`config.mk`:
```
export PLATFORM = sky130hd
export DESIGN_NAME = mem_arbiter
export DESIGN_NICKNAME = d
export VERILOG_FILES = /design/src/rtl/mem_arbiter.sv
export SDC_FILE = /design/constraint.sdc
export NUM_CORES = 1
export LEC_CHECK = 0
export ABC_AREA = 1
export CORE_MARGIN = 1
export CORE_UTILIZATION = 54
export DETAILED_ROUTE_END_ITERATION = 10
export PLACE_DENSITY = 0.92
export SETUP_SLACK_MARGIN = 0.1
export SYNTH_ARGS = -nofsm -noshare
export SYNTH_HDL_FRONTEND = slang
export SYNTH_SLANG_ARGS = --single-unit
```
`constraint.sdc`:
```
create_clock -name clk -period 6.41 [get_ports clk]
set_input_delay 0.641 -clock clk [delete_from_list [all_inputs] [get_ports clk]]
set_output_delay 0.641 -clock clk [all_outputs]
set_load 0.01 [all_outputs]
```
`src/rtl/mem_arbiter.sv`:
```
// mem_arbiter: shares one byte-wide synchronous RAM port between the
// instruction-fetch and memory stages, splitting each request into
// sequential byte accesses and assembling the result little-endian.
`timescale 1ns/1ps
module mem_arbiter #(
    parameter int ADDR_W = 17
) (
    input  logic              clk,
    input  logic              rst,
    input  logic              if_req,
    input  logic [31:0]       if_addr,
    output logic [31:0]       if_data,
    output logic              if_done,
    input  logic              mem_req,
    input  logic              mem_we,
    input  logic [31:0]       mem_addr,
    input  logic [1:0]        mem_len,
    input  logic [31:0]       mem_wdata,
    output logic [31:0]       mem_rdata,
    output logic              mem_done,
    output logic [ADDR_W-1:0] ram_a,
    output logic              ram_we,
    output logic [7:0]        ram_dout,
    input  logic [7:0]        ram_din,
    output logic              busy
);

    typedef enum logic [1:0] {IDLE, RD_IF, RD_MEM, WR_MEM} state_t;

    localparam logic GRANT_IF  = 1'b0;
    localparam logic GRANT_MEM = 1'b1;

    state_t            state, state_next;
    logic [2:0]        step, step_next;
    logic [2:0]        n_bytes, n_next;
    logic              last_grant, lg_next;
    logic [ADDR_W-1:0] lat_addr, addr_next;
    logic [31:0]       lat_wdata, wdata_next;
    logic [31:0]       asm_buf, asm_next;
    logic [31:0]       if_data_next, mem_rdata_next;
    logic              if_done_next, mem_done_next;
    logic [ADDR_W-1:0] ram_a_next;
    logic              ram_we_next;
    logic [7:0]        ram_dout_next;

    logic [2:0]        step_inc;
    logic [2:0]        rd_idx;
    logic [31:0]       merged;
    logic              grant_mem;
    logic              grant_if;

    // Upper address bits are dropped: the RAM only decodes ADDR_W bits.
    logic unused_addr_bits;
    assign unused_addr_bits = ^{if_addr[31:ADDR_W], mem_addr[31:ADDR_W]};

    assign busy = (state != IDLE);

    // State register; reset drops any transfer in flight immediately.
    always_ff @(posedge clk or negedge rst) begin
        if (!rst) state <= IDLE;
        else      state <= state_next;
    end

    // Datapath and registered RAM/handshake outputs.
    always_ff @(posedge clk or negedge rst) begin
        if (!rst) begin
            step       <= '0;
            n_bytes    <= '0;
            last_grant <= GRANT_IF;
            lat_addr   <= '0;
            lat_wdata  <= '0;
            asm_buf    <= '0;
            if_data    <= '0;
            mem_rdata  <= '0;
            if_done    <= 1'b0;
            mem_done   <= 1'b0;
            ram_a      <= '0;
            ram_we     <= 1'b0;
            ram_dout   <= '0;
        end else begin
            step       <= step_next;
            n_bytes    <= n_next;
            last_grant <= lg_next;
            lat_addr   <= addr_next;
            lat_wdata  <= wdata_next;
            asm_buf    <= asm_next;
            if_data    <= if_data_next;
            mem_rdata  <= mem_rdata_next;
            if_done    <= if_done_next;
            mem_done   <= mem_done_next;
            ram_a      <= ram_a_next;
            ram_we     <= ram_we_next;
            ram_dout   <= ram_dout_next;
        end
    end

    // Grant arbitration, byte sequencing and read-data assembly. step counts
    // cycles since grant (step = k-1 in cycle k); the RAM outputs for the
    // following cycle are computed here so they leave the chip registered.
    always_comb begin
        state_next     = state;
        step_next      = step;
        n_next         = n_bytes;
        lg_next        = last_grant;
        addr_next      = lat_addr;
        wdata_next     = lat_wdata;
        asm_next       = asm_buf;
        if_data_next   = if_data;
        mem_rdata_next = mem_rdata;
        if_done_next   = 1'b0;
        mem_done_next  = 1'b0;
        ram_a_next     = '0;
        ram_we_next    = 1'b0;
        ram_dout_next  = '0;

        step_inc  = step + 3'd1;
        rd_idx    = step - 3'd1;
        merged    = asm_buf;
        merged[8*rd_idx[1:0] +: 8] = ram_din;
        grant_mem = mem_req && (!if_req || last_grant == GRANT_IF);
        grant_if  = if_req && !grant_mem;

        case (state)
            IDLE: begin
                step_next = '0;
                asm_next  = '0;
                if (grant_mem) begin
                    state_next    = mem_we ? WR_MEM : RD_MEM;
                    lg_next       = GRANT_MEM;
                    addr_next     = mem_addr[ADDR_W-1:0];
                    wdata_next    = mem_wdata;
                    ram_a_next    = mem_addr[ADDR_W-1:0];
                    ram_we_next   = mem_we;
                    ram_dout_next = mem_we ? mem_wdata[7:0] : 8'h00;
                    case (mem_len)
                        2'b00:   n_next = 3'd1;
                        2'b01:   n_next = 3'd2;
                        default: n_next = 3'd4;
                    endcase
                end else if (grant_if) begin
                    state_next = RD_IF;
                    lg_next    = GRANT_IF;
                    addr_next  = if_addr[ADDR_W-1:0];
                    n_next     = 3'd4;
                    ram_a_next = if_addr[ADDR_W-1:0];
                end
            end
            default: begin
                if (if_done || mem_done) begin
                    state_next = IDLE;
                    step_next  = '0;
                end else begin
                    step_next = step_inc;
                    if (step_inc < n_bytes) begin
                        ram_a_next    = lat_addr + ADDR_W'(step_inc);
                        ram_we_next   = (state == WR_MEM);
                        ram_dout_next = (state == WR_MEM) ? lat_wdata[8*step_inc[1:0] +: 8] : 8'h00;
                    end
                    if (state == WR_MEM) begin
                        mem_done_next = (step == n_bytes - 3'd1);
                    end else if (step != 3'd0 && rd_idx < n_bytes) begin
                        asm_next = merged;
                        if (step == n_bytes) begin
                            if (state == RD_IF) begin
                                if_data_next = merged;
                                if_done_next = 1'b1;
                            end else begin
                                mem_rdata_next = merged;
                                mem_done_next  = 1'b1;
                            end
                        end
                    end
                end
            end
        endcase
    end

endmodule
```
# Word level (Yosys, flattened, before mapping)
# Cells that the tools add are included.
[op_classes] addsub=5 multipliers=0 div=0 order_cmp=2 eq_ne=8 n_shift=3 n_mux=46 n_bitwise=5 reduce_logical=20
[ops] operator="$mux 32" n=4
[ops] operator="$mux 17" n=7
[ops] operator="$mux 8" n=6
[ops] operator="$neg 5->34" n=1
[ops] operator="$shift 8x34->32 const A" n=1
[ops] operator="$shiftx 8x34->32" n=1
[ops] operator="$bwmux 32" n=1
[ops] operator="$shiftx 32x6->8" n=1
[ops] operator="$mux 1" n=19
[ops] operator="$add 17x3->17" n=1
[ops] operator="$mux 3" n=4
[ops] operator="$reduce_and 6->1" n=2
[ops] operator="$mux 2" n=4
[ops] operator="$reduce_bool 2->1" n=4
[ops] operator="$eq 3x3->1" n=2
[ops] operator="$lt 3x3->1" n=2
[ops] operator="$pmux 3 s2" n=1
[ops] operator="$reduce_and 2->1" n=3
[ops] operator="$sub 3x1->3 const B" n=2
[ops] operator="$not 1->1" n=5
[ops] operator="$eq 2x1->1 const B" n=2
[ops] operator="$logic_not 2->1" n=2
[ops] operator="$ne 2x1->1 const B" n=2
[ops] operator="$add 3x1->3 const B" n=1
[ops] operator="7 further kinds" n=11
[totals] regBits=182 latch_bits=0 mem_bits_rw=0 romBits=0 input_bits=111 out_inout_bits=93 word_cells=103 memories=0

# Depth between registers and ports, before layout
# Gate-level depths: netlist (run 1).
[depth] ltp_word=8 mapped_depth=15 depth_no_buf=12

# Worst setup path after synthesis (run 1)
# Ideal clock, no wire load.
[synth_timing] kind="register to register" start="register step[0]" end="register mem_rdata[16]" setup_time_ns=0.065 arrival_ns=2.574 t_required_ns=6.345 path_slack_ns=3.771 path_stages_with_launch=16 n_path_buf=4 synth_period_minus_slack_ns=2.639 path_cell_list="dfrtp_1 -> buf_2 -> inv_2 -> ha_1 -> inv_1 -> clkbuf_1 -> ha_1 -> nand2_1 -> nand2_1 -> nand2_1 -> nand2_2 -> nor2_4 -> buf_6 -> buf_6 -> nand3_1 -> nand2_1"
[synth_via] elab_chain_len=4 elab_cells_between_ends=10 classes_between="add/sub: 2; order compare: 1; eq/ne: 1; shift: 2; mux: 1; reduce/logical: 3"
[synth_rtl] item="from (decl)" line_no="34" source="logic [2:0] step, step_next;"
[synth_rtl] item="from (signal assigned)" line_no="81" source="step <= step_next;"
[synth_rtl] item="$sub 3x1->3" line_no="117" source="rd_idx = step - 3'd1;"
[synth_rtl] item="$neg 5->34 / $lt 3x3->1 (equally long branches)" line_no="119, 161"
[synth_rtl] item="$shiftx 8x34->32 (tied with other cells)" line_no="119" source="merged[8*rd_idx[1:0] +: 8] = ram_din;"
[synth_rtl] item="$bwmux 32 / $reduce_and 6->1 (equally long branches)"
[synth_rtl] item="to (signal assigned)" line_no="88" source="mem_rdata <= mem_rdata_next;"
[synth_rtl] item="to (decl)" line_no="19" source="output logic [31:0] mem_rdata,"
# Parallel ways exist; a longest one is shown, timed or not.
# A chain may end at the register's enable or synchronous reset.

# Worst setup path in the final report (run 1)
[layout_timing] start="register step[0]" end="register if_data[29]"
[layout_via] elab_chain_len=4 elab_cells_between_ends=10 classes_between="add/sub: 2; order compare: 1; eq/ne: 1; shift: 2; mux: 1; reduce/logical: 3"
[layout_rtl] item="$sub 3x1->3" line_no="117"
[layout_rtl] item="$neg 5->34 / $lt 3x3->1 (equally long branches)" line_no="119, 161"
[layout_rtl] item="$shiftx 8x34->32 (tied with other cells)" line_no="119"
[layout_rtl] item="$bwmux 32 / $reduce_and 6->1 (equally long branches)"
[layout_rtl] item="to (signal assigned)" line_no="87" source="if_data <= if_data_next;"
[layout_rtl] item="to (decl)" line_no="12" source="output logic [31:0] if_data,"
# Parallel ways exist; a longest one is shown, timed or not.

==> results of run 1 <==
-- worst paths after layout --
check / startpoint / to / slack [ns] / cells after the start
min in group clk: mem_rdata[30]$_DFFE_PN0P_ / mem_rdata[30]$_DFFE_PN0P_ / 0.47 / 2
hold reg to reg: mem_rdata[30]$_DFFE_PN0P_ / mem_rdata[30]$_DFFE_PN0P_ / 0.47 / 2
setup / recovery: step[0]$_DFF_PN0_ / if_data[29]$_DFFE_PN0P_ / 1.68 / 12
hold / removal: rst / asm_buf[21]$_DFFE_PN0P_ / 0.33 / 1
setup reg to reg: step[0]$_DFF_PN0_ / if_data[29]$_DFFE_PN0P_ / 1.68 / 12
max in group asynchronous: rst / if_data[3]$_DFFE_PN0P_ / 4.71 / 2
-- Yosys cell counts, drive strengths merged --
master | number | share of area (%)
xnor2 | 3 | 0.30
and2 | 1 | 0.072
o22ai | 34 | 2.5
o21a | 1 | 0.087
nand4 | 1 | 0.072
o211ai | 8 | 0.69
ha | 19 | 2.7
a21oi | 3 | 0.22
fa | 1 | 0.23
o21ai | 33 | 1.9
dfrtp | 182 | 52
xor2 | 4 | 0.49
nand2 | 477 | 21
nor3 | 3 | 0.43
or2 | 10 | 0.72
clkbuf | 16 | 0.69
clkinv | 1 | 0.043
nor2 | 29 | 1.5
inv | 74 | 3.2
nand3 | 132 | 7.6
a22oi | 7 | 0.61
o21bai | 1 | 0.087
buf | 36 | 2.6
-- layer usage --
metal / part of all wire, % / global-route usage, %
met1: 39 / 37.5
met2: 49 / 48.9
met3: 9.2 / 6.24
met4: 2.9 / 12.8
met5: 0 / 0
-- state kept, by name, indices dropped and copies added, names as in the netlist --
name        count
asm_buf        32
if_data        32
lat_wdata      32
mem_rdata      32
lat_addr       17
ram_a          17
ram_dout        8
n_bytes         3
step            3
state           2
if_done         1
last_grant      1
mem_done        1
ram_we          1
-- per-stage QoR --
step | instance area, um^2 | utilization, % | std cells | setup slack (ns) | power, uW
2_1_floorplan | 8680 | - | 1076 | 3.77 | 3680
3_3_place_gp | 10400 | 67.6 | 1414 | 1.85 | 4600
3_5_place_dp | 10400 | 67.6 | 1414 | 1.73 | 4720
4_1_cts | 11100 | 71.7 | 1446 | 1.71 | 5840
5_1_grt | 11100 | 71.7 | 1446 | 1.29 | 6240
6_report | 11100 | 71.7 | 1446 | 1.68 | 5850
-- final cells by class --
type / instances / area [um^2]
well taps: 211 / 264
multi-input cells: 767 / 3560
fillers: 1166 / 4370
clock inverters: 14 / 189
clock buffers: 18 / 429
repair buffers: 179 / 1780
inverters: 75 / 282
flip-flops and latches: 182 / 4550
-- cell families after synthesis --
kind of cell               Yosys count
and+or+nand+nor                    653
AOI/OAI and AO/OA                   87
buffers and inverters              127
xor gates and xnor gates             7
adders and majority gates           20
DFF                                182
-- power groups by stage --
stage / sequential, uW / clock [uW] / combinational, uW
after floorplan: 1990 / 0 / 1690
after global placement: 1930 / 0 / 2660
after detailed placement: 1950 / 0 / 2760
after CTS: 1940 / 1110 / 2790
after global routing: 2000 / 1150 / 3090
final: 1950 / 1110 / 2790
==> metrics.md, run 1 <==
| Metric | Value |
|---|---|
| Slew Viols, Final | `0` |
| Net count reported at finish | `roughly 1,400` |
| Resized cells post-CTS | `0` |
| Clock Latency Late Sink | `0.44 ns` |
| Cell repeated most along the worst path | `nand2_1` |
| Number of clock buffers inserted by TritonCTS | `17` |
| Largest family of logic cells by synthesized area | `simple AND/OR/NAND/NOR gates` |
| Die H | `129 um` |
| Critical path capture point type | `flop` |
| Largest net degree at the start of global routing | `118` |
| Fin crit share | `73.9%` |
| Fraction of power consumed by the clock network | `around a fifth` |
| # rows | `45` |
| Die area | `16,600 um^2` |
| Portion of the post-synthesis area used by sequential elements | `52.5%` |
| Via-per-instance ratio | `~5.5` |
| Avg Synthesized Cell Area | `8.07 um^2` |
| Gate Count Post-Synth | `1,076` |
| Clock Skews | `0.00662 ns` |
| Area delta synth->final | `27.4%` |
| Slowest library cell on the worst path | `dfrtp_1` |
| Yosys warning total | `0` |
| Post-Synthesis Cell Area | `8680 um^2` |
| Drt first-iter violations | `a little under 800` |
| Unrepaired setup endpoints after global routing | `no` |
| Setup violators final | `0` |
| Final Hold Violating Endpoints | `0` |
| Min Clock Period, post-route | `4.73 ns` |
| CTS tree | `done` |
| Buffers inserted by post-CTS timing repair | `0` |
| Max Cap Violations | `0` |
| Clock H-tree levels | `4` |
| F_max | `211 MHz` |
| Share of the synthesized area in compound gates (AO/OA/AOI/OAI) | `6.04%` |
| Element type at the critical path start | `flop` |
| Crit Path Max Fanout | `33` |
| Global-route usage over all layers | `just under 30%` |
| Worst slew pin tran | `1.18 ns` |
| Category of cells accounting for the largest share of critical-path delay | `simple AND/OR/NAND/NOR gates` |
| IO Pins | `204` |
| DRT Wirelength | `between 20,000 and 25,000 um` |
| Number of global-route vias before repair | `approximately 7,600` |
| Switching Share | `~44%` |
| Fraction of final layout cells with drive strength greater than 1 | `5.43%` |
| Multiplexer area fraction after synthesis | `0%` |
| Xor/xnor cell area share of the yosys netlist | `0.793%` |
| Worst vdd ir | `0.345 mV` |
| Horizontal die dimension | `between 100 and 150 um` |
| Cell breakdown of the critical path | `inv_2 > ha_1 > inv_1 > ha_1 > nand2_1 > nand2_1 > nand2_1 > nand2_2 > nor2_4 > nand2_2 > nand2_1 > nand2_1` |
| Starting density of the core | `56.3%` |
| Design internal power | `3300 uW` |
| Worst stage delay on the critical path | `between 1 and 1.5 ns` |
| Number of diodes | `0` |
| Static leakage power | `0.00545 uW` |
| P per Cell Area | `529 nW/um^2` |
| Count of port buffers added during placement | `173` |
| Final antenna-violating net count | `0` |
| Net switching power | `2550 uW` |
| Hold buffers post-CTS | `0` |
| Worst path required time | `6.73 ns` |
| Worst Hold Class | `in2async` |
| Clk sink count | `182` |
| Sum Neg Setup Slack | `0 ns` |
| Antenna violations before repair | `0` |
| Area share of fa/ha/maj cells after synthesis | `under 10%` |
| Total number of vias | `8,010` |
| Seq pwr share | `33.3%` |
| Worst slack on hold paths | `around 0.33 ns` |
| Arrival time at the worst endpoint | `~5 ns` |
| Most common library cell in the layout ignoring fill and taps | `nand2_1` |
| Placeable Area | `15,400 um^2` |
| Combined buffer and inverter count along the critical path | `2` |
| Clock transition time at the flip-flop clock pins of the worst setup and hold paths | `0.07 ns` |
| Routability Congestion | `0.926` |
| Number of distinct standard cells referenced by the synthesized netlist | `35` |
| Remaining DRCs | `0` |
| DRT Pass-1 Iters | `5` |
| Path type of the worst setup path | `reg2reg` |
| Outcome | `complete, no violations` |
| CTS Root Buffer Type | `clkbuf_16` |
| Synthesized-area fraction occupied by and/or/nand/nor cells | `31.2%` |
| Max-Slew Margin vs Limit | `21.2%` |
| Post-synth net total | `1,207` |
| Comb pwr share | `47.8%` |
| Congestion Overflow GR | `0` |
| Final HPWL from detailed placement | `15,200 um` |
| Flop and latch count out of synthesis | `around 180` |
| Wire length of the first global-routing pass | `37,700 um` |
| Post-detailed-route wirelength per cell | `~16 um` |
| Number of buffers between clock root and the deepest sink | `2` |
| Commonest non-fill, non-tap cells in the layout | `nand2_1, dfrtp_1, clkdlybuf4s50_1` |
Power figures use the tool's default switching activity.
==> run 2: changes to the inputs <==
- CORE_UTILIZATION: 54 -> 50
- PLACE_DENSITY: 0.92 -> 0.86
- clock period: 6.41 -> 4.4 ns (I/O delays scaled with it)
==> run 2 against run 1 <==
Critical path depth unchanged. Fmax grew 28%. Routed wire length down 2.7%. Register-to-register slack lost 0.98 ns. Non-clock buffer count grew 2. Worst hold slack got worse by 0.23 ns. Critical path type unchanged. Critical endpoint is now if_data[12]$_DFFE_PN0P_. Largest cell class unchanged. Highest routed layer unchanged.
==> metrics.md, run 2 (synthesized netlist as in run 1, its figures left out) <==
| Metric | Value |
|---|---|
| DRT Wirelength | `22,400 um (-2.7%)` |
| Count of placed standard cells including taps | `1,425 (+0.78%)` |
| Clk sink count | `182 (unchanged)` |
| Number of global-route vias before repair | `7,511 (-0.91%)` |
| Sum Neg Setup Slack | `0 ns (unchanged)` |
| Setup violators final | `0 (unchanged)` |
| Buffers inserted by post-CTS timing repair | `0 (unchanged)` |
| Most common library cell in the layout ignoring fill and taps | `nand2_1` |
| Setup slack of the most critical reg-to-reg path | `0.69 ns (-0.98 ns)` |
| Starting density of the core | `51.8% (-4.5 points)` |
| R2R Path Start | `step[0]$_DFF_PN0_` |
| Worst slew pin tran | `1.15 ns (-0.0282 ns)` |
| Antenna violations before repair | `0 (unchanged)` |
| Critical path capture point type | `flop` |
| Category of cells accounting for the largest share of critical-path delay | `simple AND/OR/NAND/NOR gates` |
| Path type of the worst setup path | `reg2reg` |
| F_max | `270 MHz (+28%)` |
| Clock H-tree levels | `4 (unchanged)` |
| Worst stage delay on the critical path | `0.61 ns (-0.50 ns)` |
| Worst vdd ir | `0.671 mV (+95%)` |
| Post-detailed-route wirelength per cell | `15.4 um (-3.4%)` |
| Number of diodes | `0 (unchanged)` |
| Largest net degree at the start of global routing | `100 (-15%)` |
| Slowest library cell on the worst path | `nor2_4` |
| Die area | `17,900 um^2 (+7.9%)` |
| Fin crit share | `84.2% (+10 points)` |
| Worst path required time | `4.72 ns (-2.01 ns)` |
| Global-route usage over all layers | `26.8% (-2.7 points)` |
| Worst slack on hold paths | `0.0984 ns (-0.231 ns)` |
| Routability Congestion | `0.915 (-1.2%)` |
| P per Cell Area | `766 nW/um^2 (+45%)` |
| Clock transition time at the flip-flop clock pins of the worst setup and hold paths | `0.07 ns (about the same)` |
| Clock Latency Late Sink | `0.44 ns (about the same)` |
| Worst Hold Class | `in2async` |
| Slew Viols, Final | `0 (unchanged)` |
| DRT Pass-1 Iters | `6 (+1)` |
| # rows | `47 (+4.4%)` |
| Cell repeated most along the worst path | `nand2_1` |
| Element type at the critical path start | `flop` |
| Drt first-iter violations | `766 (-1.8%)` |
| Arrival time at the worst endpoint | `4.03 ns (-1.02 ns)` |
| Hold buffers post-CTS | `0 (unchanged)` |
| Outcome | `complete, no violations` |
| Detail Route met3 WL | `1610 um (-24%)` |
| Commonest non-fill, non-tap cells in the layout | `nand2_1, dfrtp_1, clkdlybuf4s50_1` |
| PnR Total Power | `8510 uW (+46%)` |
| Final Hold Violating Endpoints | `0 (unchanged)` |
| Capturing instance or port of the critical path | `if_data[12]$_DFFE_PN0P_` |
| Met2 routed wirelength | `10,800 um (-4.1%)` |
| Path length in cells of the critical path | `12 (unchanged)` |
| Min Clock Period, post-route | `3.71 ns (-1.03 ns)` |
| Count of port buffers added during placement | `173 (unchanged)` |
| Combined buffer and inverter count along the critical path | `2 (unchanged)` |
| Clock Skews | `0.0117 ns (+0.00513 ns)` |
| Placeable Area | `16,800 um^2 (+8.6%)` |
| Remaining DRCs | `0 (unchanged)` |
| Unrepaired setup endpoints after global routing | `no` |
| Number of cells on the worst reg-to-reg path | `12 (unchanged)` |
| Final cell count without fillers | `1,457 (+0.76%)` |
| Total non-filler cell area in the finished layout | `11,100 um^2 (+0.52%)` |
| Horizontal die dimension | `134 um (+3.9%)` |
| Number of clock buffers inserted by TritonCTS | `17 (unchanged)` |
| Final antenna-violating net count | `0 (unchanged)` |
| Highest routed layer | `met4` |
| Area delta synth->final | `28.0%` |
| Total of fill cells in the finished design | `1,376 (+18%)` |
| IO Pins | `204 (unchanged)` |
| Met1 routed wirelength after detailed routing | `9460 um (+5.2%)` |
| Resized cells post-CTS | `0 (unchanged)` |
| Static leakage power | `0.00548 uW (+0.57%)` |
| Wire length of the first global-routing pass | `37,500 um (-0.40%)` |
| CTS tree | `done` |
| Die H | `134 um (+3.9%)` |
| Fraction of final layout cells with drive strength greater than 1 | `5.66% (+0.23 points)` |
| Net count reported at finish | `1,355 (+0.15%)` |
| Critical Path Source | `step[0]$_DFF_PN0_` |
| Total number of vias | `7,785 (-2.8%)` |
| Max Cap Violations | `0 (unchanged)` |
| Cell breakdown of the critical path | `inv_2 > ha_1 > inv_1 > ha_1 > nand2_1 > nand2_1 > nand2_1 > nand2_2 > nor2_4 > nand2_2 > nand2_1 > nand2_1` |
| Final HPWL from detailed placement | `15,200 um (-0.57%)` |
| Worst reg2reg endpoint | `if_data[12]$_DFFE_PN0P_` |
| Number of buffers between clock root and the deepest sink | `2 (unchanged)` |
| Crit Path Max Fanout | `33 (unchanged)` |
| Max-Slew Margin vs Limit | `23.1% (+1.9 points)` |
| Post-detailed-placement cell area | `10,500 um^2 (+0.49%)` |
| Congestion Overflow GR | `0 (unchanged)` |
| CTS Root Buffer Type | `clkbuf_16` |
| Via-per-instance ratio | `5.34 (-3.5%)` |
==> run 2: area by class of cell <==
| cell class | instances | area (um^2) | area share [%] |
|---|---|---|---|
| timing repair buffer | 181 | 1820 | 16.4 |
| tap | 220 | 275 | 2.48 |
| multi-input combinational | 767 | 3560 | 32.0 |
| inverter | 75 | 282 | 2.53 |
| clock inverter | 14 | 185 | 1.67 |
| clock buffer | 18 | 439 | 3.95 |
| sequential | 182 | 4550 | 41.0 |
==> run 2: power by group <==
group | internal, uW | switching (uW)
sequential | 2370 | 427
clock | 925 | 692
combinational | 1560 | 2540
==> run 2: worst min-delay path by stage <==
| stage | cells after the start | to |
|---|---|---|
| detailed placement | 2 | lat_wdata[12]$_DFFE_PN0P_ |
| finish | 1 | asm_buf[29]$_DFFE_PN0P_ |
| global placement | 2 | lat_wdata[12]$_DFFE_PN0P_ |
| global route | 1 | mem_rdata[29]$_DFFE_PN0P_ |
| CTS | 1 | if_done$_DFF_PN0_ |
| floorplan | 0 | asm_buf[0]$_DFFE_PN0P_ |
==> run 2: per-stage QoR <==
stage / worst slack, ns / util [%]
after global placement: 0.792 / 62.6
after floorplan: 1.76 / -
after CTS: 0.714 / 66.3
final: 0.694 / 66.3
after detailed placement: 0.720 / 62.6
after global routing: 0.343 / 66.3
==> run 2: per-layer routing <==
layer | vias up | track usage (%)
met5 | - | 0
met4 | 0 | 9.60
met3 | 37 | 4.19
met2 | 339 | 44.0
met1 | 3690 | 35.9
li1 | 3719 | -
==> run 3: changes to the inputs <==
- clock period: 4.4 -> 3.5 ns (I/O delays scaled with it)
==> run 3 against run 2 <==
Design area is 0.39% higher. Largest power group unchanged. Clock power rose by 22%. Die area is the same. Clock skew down 0.0012 ns. Sequential share of layout area decreased by 0.16 points. Critical path depth unchanged. Sequential cell count stayed put. Largest cell class unchanged. First-iteration DRC count fell by 0.26%. Combinational power increased by 30%.
==> metrics.md, run 3 (synthesized netlist as in run 1, its figures left out) <==
| Metric | Value |
|---|---|
| Outcome | `complete, no violations` |
| Die H | `134 um (unchanged)` |
| Worst vdd ir | `0.547 mV (-18%)` |
| Total non-filler cell area in the finished layout | `11,200 um^2 (+0.39%)` |
| Worst slack on hold paths | `0.00124 ns (-0.0972 ns)` |
| Number of buffers between clock root and the deepest sink | `2 (unchanged)` |
| Worst slew pin tran | `1.19 ns (+0.0438 ns)` |
| Clock Latency Late Sink | `0.44 ns (about the same)` |
| IO Pins | `204 (unchanged)` |
| Placeable Area | `16,800 um^2 (unchanged)` |
| Fraction of final layout cells with drive strength greater than 1 | `6.19% (+0.53 points)` |
| Number of cells on the worst reg-to-reg path | `12 (unchanged)` |
| PnR Total Power | `10,800 uW (+27%)` |
| Wire length of the first global-routing pass | `38,300 um (+2.1%)` |
| Horizontal die dimension | `134 um (unchanged)` |
| Starting density of the core | `51.8% (unchanged)` |
| Net count reported at finish | `1,362 (+0.52%)` |
| Clock H-tree levels | `4 (unchanged)` |
| Critical path capture point type | `flop` |
| Clk sink count | `182 (unchanged)` |
| Total of fill cells in the finished design | `1,379 (+0.22%)` |
| Min Clock Period, post-route | `2.99 ns (-0.717 ns)` |
| Routability Congestion | `0.913 (-0.21%)` |
| Congestion Overflow GR | `0 (unchanged)` |
| Max Cap Violations | `0 (unchanged)` |
| Max-Slew Margin vs Limit | `20.2% (-2.9 points)` |
| Number of diodes | `0 (unchanged)` |
| Post-detailed-route wirelength per cell | `15.8 um (+2.4%)` |
| Setup violators final | `0 (unchanged)` |
| Final antenna-violating net count | `0 (unchanged)` |
| Element type at the critical path start | `flop` |
| # rows | `47 (unchanged)` |
| P per Cell Area | `970 nW/um^2 (+27%)` |
| Antenna violations before repair | `0 (unchanged)` |
| Area delta synth->final | `28.5%` |
| Worst path required time | `3.82 ns (-0.90 ns)` |
| Crit Path Max Fanout | `32 (-3.0%)` |
| DRT Pass-1 Iters | `5 (-1)` |
| Number of global-route vias before repair | `7,759 (+3.3%)` |
| Total number of vias | `7,976 (+2.5%)` |
| Arrival time at the worst endpoint | `3.31 ns (-0.72 ns)` |
| Fin crit share | `85.4% (+1.2 points)` |
| F_max | `335 MHz (+24%)` |
| DRT Wirelength | `23,100 um (+2.9%)` |
| Global-route usage over all layers | `27.4% (+0.64 points)` |
| Clock transition time at the flip-flop clock pins of the worst setup and hold paths | `0.07 ns (about the same)` |
| Count of port buffers added during placement | `173 (unchanged)` |
| Die area | `17,900 um^2 (unchanged)` |
| Final HPWL from detailed placement | `15,900 um (+4.7%)` |
| Path type of the worst setup path | `reg2reg` |
| Commonest non-fill, non-tap cells in the layout | `nand2_1, dfrtp_1, clkdlybuf4s50_1` |
| Slew Viols, Final | `0 (unchanged)` |
| Drt first-iter violations | `764 (-0.26%)` |
| R2R Path Start | `step[0]$_DFF_PN0_` |
| Most common library cell in the layout ignoring fill and taps | `nand2_1` |
| CTS Root Buffer Type | `clkbuf_16` |
| Via-per-instance ratio | `5.45 (+2.0%)` |
| Remaining DRCs | `0 (unchanged)` |
| Sum Neg Setup Slack | `0 ns (unchanged)` |
| Static leakage power | `0.00551 uW (+0.65%)` |
| Final Hold Violating Endpoints | `0 (unchanged)` |
| Largest net degree at the start of global routing | `101 (+1.0%)` |
| Post-detailed-placement cell area | `10,500 um^2 (+0.50%)` |
| CTS tree | `done` |
| Unrepaired setup endpoints after global routing | `no` |
| Number of clock buffers inserted by TritonCTS | `17 (unchanged)` |
| Worst Hold Class | `in2async` |
| Clock Skews | `0.0105 ns (-0.00124 ns)` |
| Critical Path Source | `step[0]$_DFF_PN0_` |
-- run 3: cell count changes in the layout (fill, tap and decap cells not counted) --
cell / before / now
bufinv_16: 3 / 2
inv_6: 7 / 2
clkbuf_8: 1 / 0
clkinvlp_4: 1 / 3
clkinv_4: 3 / 2
buf_4: 6 / 13
inv_8: 0 / 6
nand2_4: 1 / 2
nand2_2: 2 / 1
-- run 3: final timing paths --
check | to | slack [ns]
min in group clk | lat_wdata[21]$_DFFE_PN0P_ | 0.45
setup reg to reg | if_data[14]$_DFFE_PN0P_ | 0.51
setup / recovery | if_data[14]$_DFFE_PN0P_ | 0.51
hold / removal | mem_rdata[21]$_DFFE_PN0P_ | 0.001
max in group asynchronous | lat_wdata[6]$_DFFE_PN0P_ | 2.53
hold reg to reg | lat_wdata[11]$_DFFE_PN0P_ | 0.47
-- run 3: final cells by class --
class	instances	area (um^2)	area share [%]
inverter	75	282	2.52
tap	220	275	2.47
sequential	182	4550	40.8
clock buffer	17	425	3.81
timing repair buffer	188	1870	16.8
multi-input combinational	767	3560	31.9
clock inverter	15	185	1.66
-- run 3: layer usage --
layer  up-vias  wire, um  GRT usage (%)  share of wire [%]
met2       370     11200           44.4                 49
met3        49      1470           4.64                6.4
met4         0       611           12.1                2.6
met5         -         0              0                  0
li1       3740         -              -                  -
met1      3817      9780           36.2                 42
-- run 3: critical path, cell delays in order, from the launching register on --
cell,delay [ns]
dfrtp_1,0.67
inv_2,0.08
ha_1,0.48
inv_1,0.10
ha_1,0.28
nand2_1,0.07
nand2_1,0.04
nand2_1,0.08
nand2_2,0.09
nor2_4,0.41
nand2_4,0.34
nand2_1,0.15
nand2_1,0.07
-- run 3: stage by stage --
| step | setup slack [ns] | cells | utilization (%) |
|---|---|---|---|
| after floorplan | 0.861 | 1076 | - |
| after global placement | 0.488 | 1432 | 62.9 |
| after detailed placement | 0.380 | 1432 | 62.9 |
| after CTS | 0.314 | 1464 | 66.5 |
| after global routing | 0.251 | 1464 | 66.6 |
| final | 0.511 | 1464 | 66.6 |
-- run 3: timing repair --
| action | in CTS | in global routing |
|---|---|---|
| setup buffers | 0 | 0 |
| gates resized for setup | 0 | 1 |
| hold endpoints to repair | 0 | 0 |
| hold buffers | 0 | 0 |
| endpoints found under the setup margin | 0 | 32 |
-- run 3: power by group --
group / switching [uW] / leakage (uW) / internal [uW]
Combinational: 3260 / 0.00297 / 2050
Clock: 891 / 0.000292 / 1090
Sequential: 560 / 0.00225 / 2980
Total: 4710 / 0.00551 / 6110
